==> src/rtl/perf_counter_sampler.sv <==
// perf_counter_sampler: shares the performance-counter port between the CSR
// file and a snapshot scanner. The scanner copies every counter (optionally
// clearing it) into a record FIFO that drains over a valid/ready stream.
module perf_counter_sampler #(
    parameter int NUM_COUNTERS = 14,
    parameter int BASE_ADDR    = 3,
    parameter int XLEN         = 64,
    parameter int FIFO_DEPTH   = 32,
    parameter int PERIOD_W     = 32
) (
    input  logic                clk_i,
    input  logic                rst_i,
    input  logic                csr_req_i,
    input  logic [4:0]          csr_addr_i,
    input  logic                csr_we_i,
    input  logic [XLEN-1:0]     csr_wdata_i,
    output logic [XLEN-1:0]     csr_rdata_o,
    output logic [4:0]          pc_addr_o,
    output logic                pc_we_o,
    output logic [XLEN-1:0]     pc_wdata_o,
    input  logic [XLEN-1:0]     pc_rdata_i,
    input  logic                enable_i,
    input  logic [PERIOD_W-1:0] period_i,
    input  logic                trigger_i,
    input  logic                clear_on_sample_i,
    output logic                snap_valid_o,
    input  logic                snap_ready_i,
    output logic [XLEN-1:0]     snap_data_o,
    output logic [4:0]          snap_idx_o,
    output logic                snap_last_o,
    output logic [7:0]          snap_seq_o,
    output logic                busy_o,
    output logic [15:0]         dropped_o
);

    // Record layout: {data, idx[4:0], last, seq[7:0]}
    localparam int REC_W = XLEN + 14;
    localparam int CNT_W = $clog2(FIFO_DEPTH + 1);
    localparam int PTR_W = $clog2(FIFO_DEPTH);

    typedef enum logic {
        ST_IDLE,
        ST_SCAN
    } state_t;

    state_t             r_state;
    state_t             w_state_next;
    logic [4:0]         r_idx;
    logic [4:0]         w_idx_next;
    logic [7:0]         r_seq;
    logic [7:0]         w_seq_next;
    logic               r_pending;
    logic               w_pending_next;
    logic [15:0]        r_dropped;
    logic [15:0]        w_dropped_next;
    logic [PERIOD_W-1:0] r_timer;

    logic [REC_W-1:0]   r_mem [FIFO_DEPTH];
    logic [PTR_W-1:0]   r_wr_ptr;
    logic [PTR_W-1:0]   r_rd_ptr;
    logic [CNT_W-1:0]   r_count;

    logic               w_timer_run;
    logic               w_timer_req;
    logic               w_req;
    logic               w_push;
    logic               w_pop;
    logic               w_last;
    logic [CNT_W-1:0]   w_free;
    logic [REC_W-1:0]   w_push_rec;
    logic [REC_W-1:0]   w_head;

    function automatic logic [PTR_W-1:0] ptr_inc(input logic [PTR_W-1:0] p);
        return (p == PTR_W'(FIFO_DEPTH - 1)) ? '0 : p + PTR_W'(1);
    endfunction

    assign w_timer_run = enable_i && (period_i != '0);
    assign w_timer_req = w_timer_run && (r_timer >= period_i - PERIOD_W'(1));
    assign w_req       = trigger_i | w_timer_req;
    assign w_last      = (r_idx == 5'(NUM_COUNTERS - 1));
    assign w_free      = CNT_W'(FIFO_DEPTH) - r_count;
    assign w_push_rec  = {pc_rdata_i, r_idx, w_last, r_seq};

    // Period timer: free-runs while enabled, wrapping at period_i-1 with a request.
    always_ff @(posedge clk_i) begin
        if (rst_i) begin
            r_timer <= '0;
        end else if (w_timer_run) begin
            r_timer <= w_timer_req ? '0 : r_timer + PERIOD_W'(1);
        end else begin
            r_timer <= '0;
        end
    end

    // Scanner state registers.
    always_ff @(posedge clk_i) begin
        if (rst_i) begin
            r_state   <= ST_IDLE;
            r_idx     <= '0;
            r_seq     <= '0;
            r_pending <= 1'b0;
            r_dropped <= '0;
        end else begin
            r_state   <= w_state_next;
            r_idx     <= w_idx_next;
            r_seq     <= w_seq_next;
            r_pending <= w_pending_next;
            r_dropped <= w_dropped_next;
        end
    end

    // Scanner next-state: requests only latch while idle; a scan absorbs any
    // request that arrives while it runs.
    always_comb begin
        w_state_next   = r_state;
        w_idx_next     = r_idx;
        w_seq_next     = r_seq;
        w_pending_next = r_pending;
        w_dropped_next = r_dropped;
        w_push         = 1'b0;
        case (r_state)
            ST_IDLE: begin
                if (r_pending) begin
                    w_pending_next = 1'b0;
                    if (w_free >= CNT_W'(NUM_COUNTERS)) begin
                        w_idx_next   = '0;
                        w_state_next = ST_SCAN;
                    end else if (r_dropped != 16'hFFFF) begin
                        w_dropped_next = r_dropped + 16'd1;
                    end
                end else begin
                    w_pending_next = w_req;
                end
            end
            ST_SCAN: begin
                w_pending_next = 1'b0;
                if (!csr_req_i) begin
                    w_push = 1'b1;
                    if (w_last) begin
                        w_idx_next   = '0;
                        w_seq_next   = r_seq + 8'd1;
                        w_state_next = ST_IDLE;
                    end else begin
                        w_idx_next = r_idx + 5'd1;
                    end
                end
            end
            default: w_state_next = ST_IDLE;
        endcase
    end

    // Counter-port mux: the CSR file always wins; the scanner stalls meanwhile.
    always_comb begin
        csr_rdata_o = pc_rdata_i;
        if (csr_req_i) begin
            pc_addr_o  = csr_addr_i;
            pc_we_o    = csr_we_i;
            pc_wdata_o = csr_wdata_i;
        end else begin
            pc_addr_o  = 5'(BASE_ADDR) + r_idx;
            pc_we_o    = (r_state == ST_SCAN) && clear_on_sample_i;
            pc_wdata_o = '0;
        end
    end

    assign w_pop        = snap_valid_o && snap_ready_i;
    assign snap_valid_o = (r_count != '0);
    assign w_head       = r_mem[r_rd_ptr];
    assign snap_data_o  = w_head[REC_W-1 -: XLEN];
    assign snap_idx_o   = w_head[13:9];
    assign snap_last_o  = w_head[8];
    assign snap_seq_o   = w_head[7:0];
    assign busy_o       = (r_state == ST_SCAN);
    assign dropped_o    = r_dropped;

    // Record storage: write-only array; head entry is read by the output mux.
    always_ff @(posedge clk_i) begin
        if (w_push) begin
            r_mem[r_wr_ptr] <= w_push_rec;
        end
    end

    // FIFO pointers and occupancy; reserved space at scan start prevents overflow.
    always_ff @(posedge clk_i) begin
        if (rst_i) begin
            r_wr_ptr <= '0;
            r_rd_ptr <= '0;
            r_count  <= '0;
        end else begin
            assert (!(w_push && !w_pop && (r_count == CNT_W'(FIFO_DEPTH))));
            if (w_push) begin
                r_wr_ptr <= ptr_inc(r_wr_ptr);
            end
            if (w_pop) begin
                r_rd_ptr <= ptr_inc(r_rd_ptr);
            end
            case ({w_push, w_pop})
                2'b10:   r_count <= r_count + CNT_W'(1);
                2'b01:   r_count <= r_count - CNT_W'(1);
                default: r_count <= r_count;
            endcase
        end
    end

endmodule
==> config.mk <==
export PLATFORM = sky130hd
export DESIGN_NAME = perf_counter_sampler
export DESIGN_NICKNAME = d
export VERILOG_FILES = /design/src/rtl/perf_counter_sampler.sv
export SDC_FILE = /design/constraint.sdc
export NUM_CORES = 2
export LEC_CHECK = 0
export CORE_ASPECT_RATIO = 1.1
export CORE_MARGIN = 10
export CORE_UTILIZATION = 40
export DETAILED_ROUTE_END_ITERATION = 8
export GPL_ROUTABILITY_DRIVEN = 0
export GPL_TIMING_DRIVEN = 0
export HOLD_SLACK_MARGIN = 0.15
export PLACE_DENSITY = 0.67
export SYNTH_ARGS = -nofsm -noshare
export SYNTH_HDL_FRONTEND = slang
export SYNTH_SLANG_ARGS = --single-unit
==> constraint.sdc <==
create_clock -name clk_i -period 14.7 [get_ports clk_i]
set_clock_uncertainty 0.1 [all_clocks]
set_input_delay 1.47 -clock clk_i [delete_from_list [all_inputs] [get_ports clk_i]]
set_output_delay 1.47 -clock clk_i [all_outputs]
set_load 0.01 [all_outputs]
# After elaboration in Yosys (flattened, before gate mapping)
# Memories as Yosys holds them, arrays and structs flattened. A register that Yosys moved wholly into a read port is not among the register bits.
# Index checks and enable logic that the tools add are counted.
[word_totals]
ramBits = 2496
in_bits = 173
n_memories = 1
register_bits = 79
output_inout_bits = 230
elab_cells = 72
mem_bits_ro = 0
latchBits = 0
[classes]
muxes = 24
add_sub_neg = 11
mul = 0
n_div = 0
reduce_logical = 11
bitwise = 5
n_shift = 0
n_eq_ne = 9
n_lt_le_gt_ge = 2
[memory_table]
columns = ["name", "words", "width", "read_ports", "rd_ports_with_merged_regs", "wr", "line", "source"]
rows = [
  ["r_mem", 32, 78, 1, 1, 1, "58", "logic [REC_W-1:0] r_mem [FIFO_DEPTH];"],
]
[ops]
columns = ["cell", "n"]
rows = [
  ["64-bit 2-to-1 mux", 1],
  ["5-bit 2-to-1 mux", 9],
  ["32-bit by 1-bit adder with 32-bit output, second input constant", 1],
  ["32-bit >= comparator", 1],
  ["32-bit nonzero test", 1],
  ["32-bit by 1-bit subtractor with 32-bit output, second input constant", 1],
  ["16-bit by 1-bit adder with 16-bit output, second input constant", 1],
  ["16-bit inequality test, second input constant", 1],
  ["5-bit by 1-bit adder with 5-bit output, second input constant", 3],
  ["6-bit case mux with 2 select lines", 1],
  ["5-bit == test, second input constant", 2],
  ["1-bit 2-to-1 mux", 10],
  ["5-bit case mux with 2 select lines", 1],
  ["8-bit by 1-bit adder with 8-bit output, second input constant", 1],
  ["6-bit by 1-bit adder with 6-bit output, second input constant", 1],
  ["6-bit by 4-bit >= comparator with 1-bit output, second input constant", 1],
  ["2-bit inequality test, second input constant", 3],
  ["3-bit AND reduction", 2],
  ["6-bit nonzero test", 1],
  ["6-bit by 1-bit subtractor with 6-bit output, second input constant", 1],
  ["6-bit subtractor, first input constant", 1],
  ["2-bit by 5-bit adder with 5-bit output, first input constant", 1],
  ["5-bit by 4-bit == test with 1-bit output, second input constant", 1],
  ["1-bit logical AND", 4],
  ["other kinds (8)", 12],
]

# Depth between registers and ports, before layout
[depth]
depth_word = 6
mapped_depth = 16

# Least setup slack after synthesis
# OpenSTA, ideal clock, no wires.
[synth_timing]
path_kind = "input to register"
from = "in csr_req_i"
to = "mem r_mem[23][0] in the netlist's numbering, enable pin"
setup_time_ns = 0.626
arrival_ns = 7.817
required_ns = 13.974
path_stages = 4
setup_slack_ns = 6.157
n_path_buf = 1
cell_sequence = "nor2b_1 clkbuf_1 nand3_1 nor3b_1"
[synth_via]
elab_chain_len = 4
[synth_lines]
columns = ["item", "line", "source"]
rows = [
  ["start: declaration", "13", "input logic csr_req_i,"],
  ["1-bit 2-to-1 mux", "137", "if (!csr_req_i) begin"],
  ["1-bit 2-to-1 mux", "121", "case (r_state)"],
  ["1-bit 2-to-1 mux", "178", "if (w_push) begin"],
  ["1-bit 2-to-1 mux (not written as such)", "179", "r_mem[r_wr_ptr] <= w_push_rec;"],
  ["end: declaration", "58", ""],
]
# No other way between the ends.

==> flow_summary.yaml <==
run_status:
  outcome: "finished with violations"
  violations: "max-capacitance violations"
synth:
  synth_xor_area_share_pct: 0.6356
  ys_types: 62
  ys_top_cells_by_area: "edfxtp_1, mux4_2, dfxtp_1, mux2_2, ha_1"
  yosysWarnings: 0
  synth_ff_type: "edfxtp_1"
  synth_adder_area_share_pct: 0.6791
  synth_area_per_cell_um2: 23.05
  synthSimpleGateAreaFrac_pct: 2.062
  yosysTopAreaCellShare_pct: 74.51
  synth_edf_count: 2496
  synthesis.nets: 4591
  ys_seq_elements: 2580
  synthCells: 4364
  synthArstFlopShare_pct: 0
  syn_area_um2: 100600
  yosysTopAreaCell: "edfxtp_1"
  synth_top_family_by_area: "multiplexers"
  synth_compound_area_share_pct: 0.6617
  synth-seq-area-share_pct: 76.18
  muxShareOfSynthArea_pct: 18.39
run:
  drv_cap: 1
clock_tree:
  cts.clk_slew.worst_paths_ps: 60
  h-tree-depth: 5
  cts_tree: "yes"
  insertion_delay_ps: 900
  postCtsSetupBuffers: 0
  cts_resized: 0
  numCtsBuffers: 275
  clock-root-buffer: "clkbuf_16"
  cts_hold_buffers: 0
  clock_sinks: 2580
  clockBufferDepth: 4
pwr:
  leakage_uw: 0.03644
  powerDensity_nw_per_um2: 143.0
  vdd_drop_max_mv: 0.1107
  power.total_uw: 17220
floorplan:
  initial_utilization_pct: 40.09
  core-area_um2: 250900
  die_h_um: 546.0
  ios: 403
  rows: 193
  die_w_um: 498.2
  die_area_um2: 272000
sta:
  drv_slew: 0
  post-route-period-util_pct: 53.79
  fmax_mhz: 126.5
  setup_viol: 0
  setup_tns_ps: 0
  period_needed_ps: 7908
  finalHoldViolCount: 0
  grt_setup_unrepaired: "false"
  worst_slew_pin_slew_ps: 1490
  max-slew-margin-rel_pct: 0.6475
drt:
  vias: 49900
  via_per_inst: 5.713
  routed_wl_um: 263500
  drt_iter0_markers: 5886
  drc_errors: 0
  postRouteAntennaNets: 0
  drt_pass1_iterations: 6
  routedWlPerCell_um: 30.17
finish:
  seq_area_um2: 76640
  layout-drive-gt1-share_pct: 28.33
  syn_to_final_growth_pct: 19.68
  fin_nets: 5449
  multi_input_area_um2: 22790
  n_fill_cell: 19900
critical_path:
  worst-path-max-fanout: 10
  cp.required_ps: 13130
  critPathCaptureType: "output port"
  worst_setup_path_start_kind: "flip-flop"
  worstSetupPathType: "flip-flop to output port"
  r2r_start: "busy_o$_SDFF_PP0_"
  arrival_ps: 6340
grt:
  grt_use_met3_pct: 4.271
  grt_usage_pct: 18.93
  grt_pass1_vias: 51960
  grt_max_degree: 41
  use_met1_pct: 25.00
  antenna_found_initial: 8
  use_met2_pct: 31.37
  grt_pass1_wl_um: 377100
  grt.overflow.total: 0
  top_usage_layer: "met2"
worst_hold_path:
  hp-start: "r_timer[0]$_SDFF_PP0_"
  hp-class: "flip-flop to flip-flop"
placement:
  io_buffers: 402
  place_hpwl_um: 171200
==> routing by layer <==
layer / part of all wire, % / up-vias
met5: 0.015 / -
met4: 3.1 / 6
met3: 8.9 / 399
met2: 49 / 2573
met1: 39 / 26700
li1: - / 20220
==> sequential cells by signal (all words and copies together) (netlist names), named ones only <==
signal     flops
dropped_o     16
r_rd_ptr       5
r_seq          8
r_pending      1
r_mem       2496
busy_o         1
r_count        6
r_idx          5
r_wr_ptr       5
r_timer       32
==> Yosys cell counts (all sizes together) (24+ instances only) <==
cell type,n
xor2,43
mux4,780
xnor2,30
and2,68
nand3,27
nor2,108
clkbuf,165
dfxtp,84
ha,53
a21oi,47
nor3,24
mux2,81
buf,114
edfxtp,2496
nand2,55
==> kinds of logic (layout without fill, tap and decap cells) <==
| family | after synthesis | after routing |
|---|---|---|
| XOR/XNOR | 73 | 73 |
| other | 0 | 5 |
| adder cells (fa/ha/maj) | 54 | 54 |
| buffers and inverters | 298 | 1348 |
| multiplexers | 863 | 863 |
| AND/OR/NAND/NOR | 388 | 388 |
| flip-flops | 2580 | 2580 |
| AO/OA/AOI/OAI | 108 | 108 |
==> path summary, 6_finish.rpt <==
check	cells past startpoint	slack, ps	end
setup / recovery	7	6790	snap_seq_o[6]
hold / removal	1	380	r_timer[0]$_SDFF_PP0_
setup reg to reg	10	10250	r_mem[13][27]$_DFFE_PP_
hold reg to reg	1	380	r_timer[0]$_SDFF_PP0_
==> layout make-up <==
cell class              instances  area share [%]
repair buffers                581           5.883
well taps                    3315           3.445
inverters                      19         0.05924
clock buffers                 350           6.074
multi-input cells            1486           18.93
flip-flops and latches       2580           63.66
diodes                          5         0.01039
plain buffers                 279           1.116
clock inverters               119          0.8221
==> power by group <==
group | switching (µW) | internal (µW) | leakage [µW] | total [µW]
Sequential | 19.9 | 8080 | 0.0233 | 8100
Combinational | 1320 | 1280 | 0.00914 | 2610
Clock | 2730 | 3790 | 0.00403 | 6520
Total | 4070 | 13100 | 0.0364 | 17200
==> worst max-delay path, cell delays in order (launching register included) <==
cell	delay, ps
dfxtp_1	480
clkbuf_1	1070
clkbuf_1	1160
clkbuf_1	840
mux4_2	440
mux4_2	510
mux2_2	390
clkdlybuf4s50_1	520
==> through the flow <==
step / cells / cell area (µm²) / hold WS, ps / utilization, % / setup slack (ps)
floorplan: 4364 / 100600 / 338.8 / - / 6157
global placement: 8081 / 108800 / 357.2 / 43.35 / -3660
detailed placement: 8260 / 112100 / 369.2 / 44.67 / 7820
CTS: 8729 / 120400 / 381.5 / 47.98 / 6802
global route: 8729 / 120400 / 407.5 / 47.98 / 6798
finish: 8734 / 120400 / 377.2 / 47.98 / 6792
==> layout by cell type (no fill, tap or decap), types with 14 or more instances in the layout <==
| cell type | synthesis | layout |
|---|---|---|
| edfxtp_1 | 2496 | 2496 |
| mux4_2 | 780 | 780 |
| clkdlybuf4s50_1 | 0 | 402 |
| clkbuf_16 | 0 | 282 |
| clkbuf_1 | 165 | 222 |
| buf_12 | 1 | 86 |
| mux2_2 | 81 | 81 |
| dfxtp_1 | 84 | 79 |
| nor2_1 | 99 | 73 |
| buf_4 | 64 | 70 |
| and2_1 | 68 | 68 |
| buf_6 | 3 | 62 |
| nand2_1 | 55 | 55 |
| clkinv_1 | 0 | 54 |
| ha_1 | 53 | 53 |
| a21oi_1 | 47 | 47 |
| buf_1 | 44 | 43 |
| xor2_1 | 43 | 43 |
| clkinv_2 | 0 | 32 |
| xnor2_1 | 30 | 30 |
| nand3_1 | 27 | 27 |
| nor2_4 | 0 | 26 |
| nand4_1 | 22 | 22 |
| o21ai_0 | 21 | 21 |
| nor3_1 | 24 | 20 |
| inv_1 | 19 | 19 |
| buf_16 | 0 | 17 |
| bufinv_16 | 0 | 16 |
| or4_1 | 14 | 14 |
Note: power is estimated with default switching activity, not from simulation.
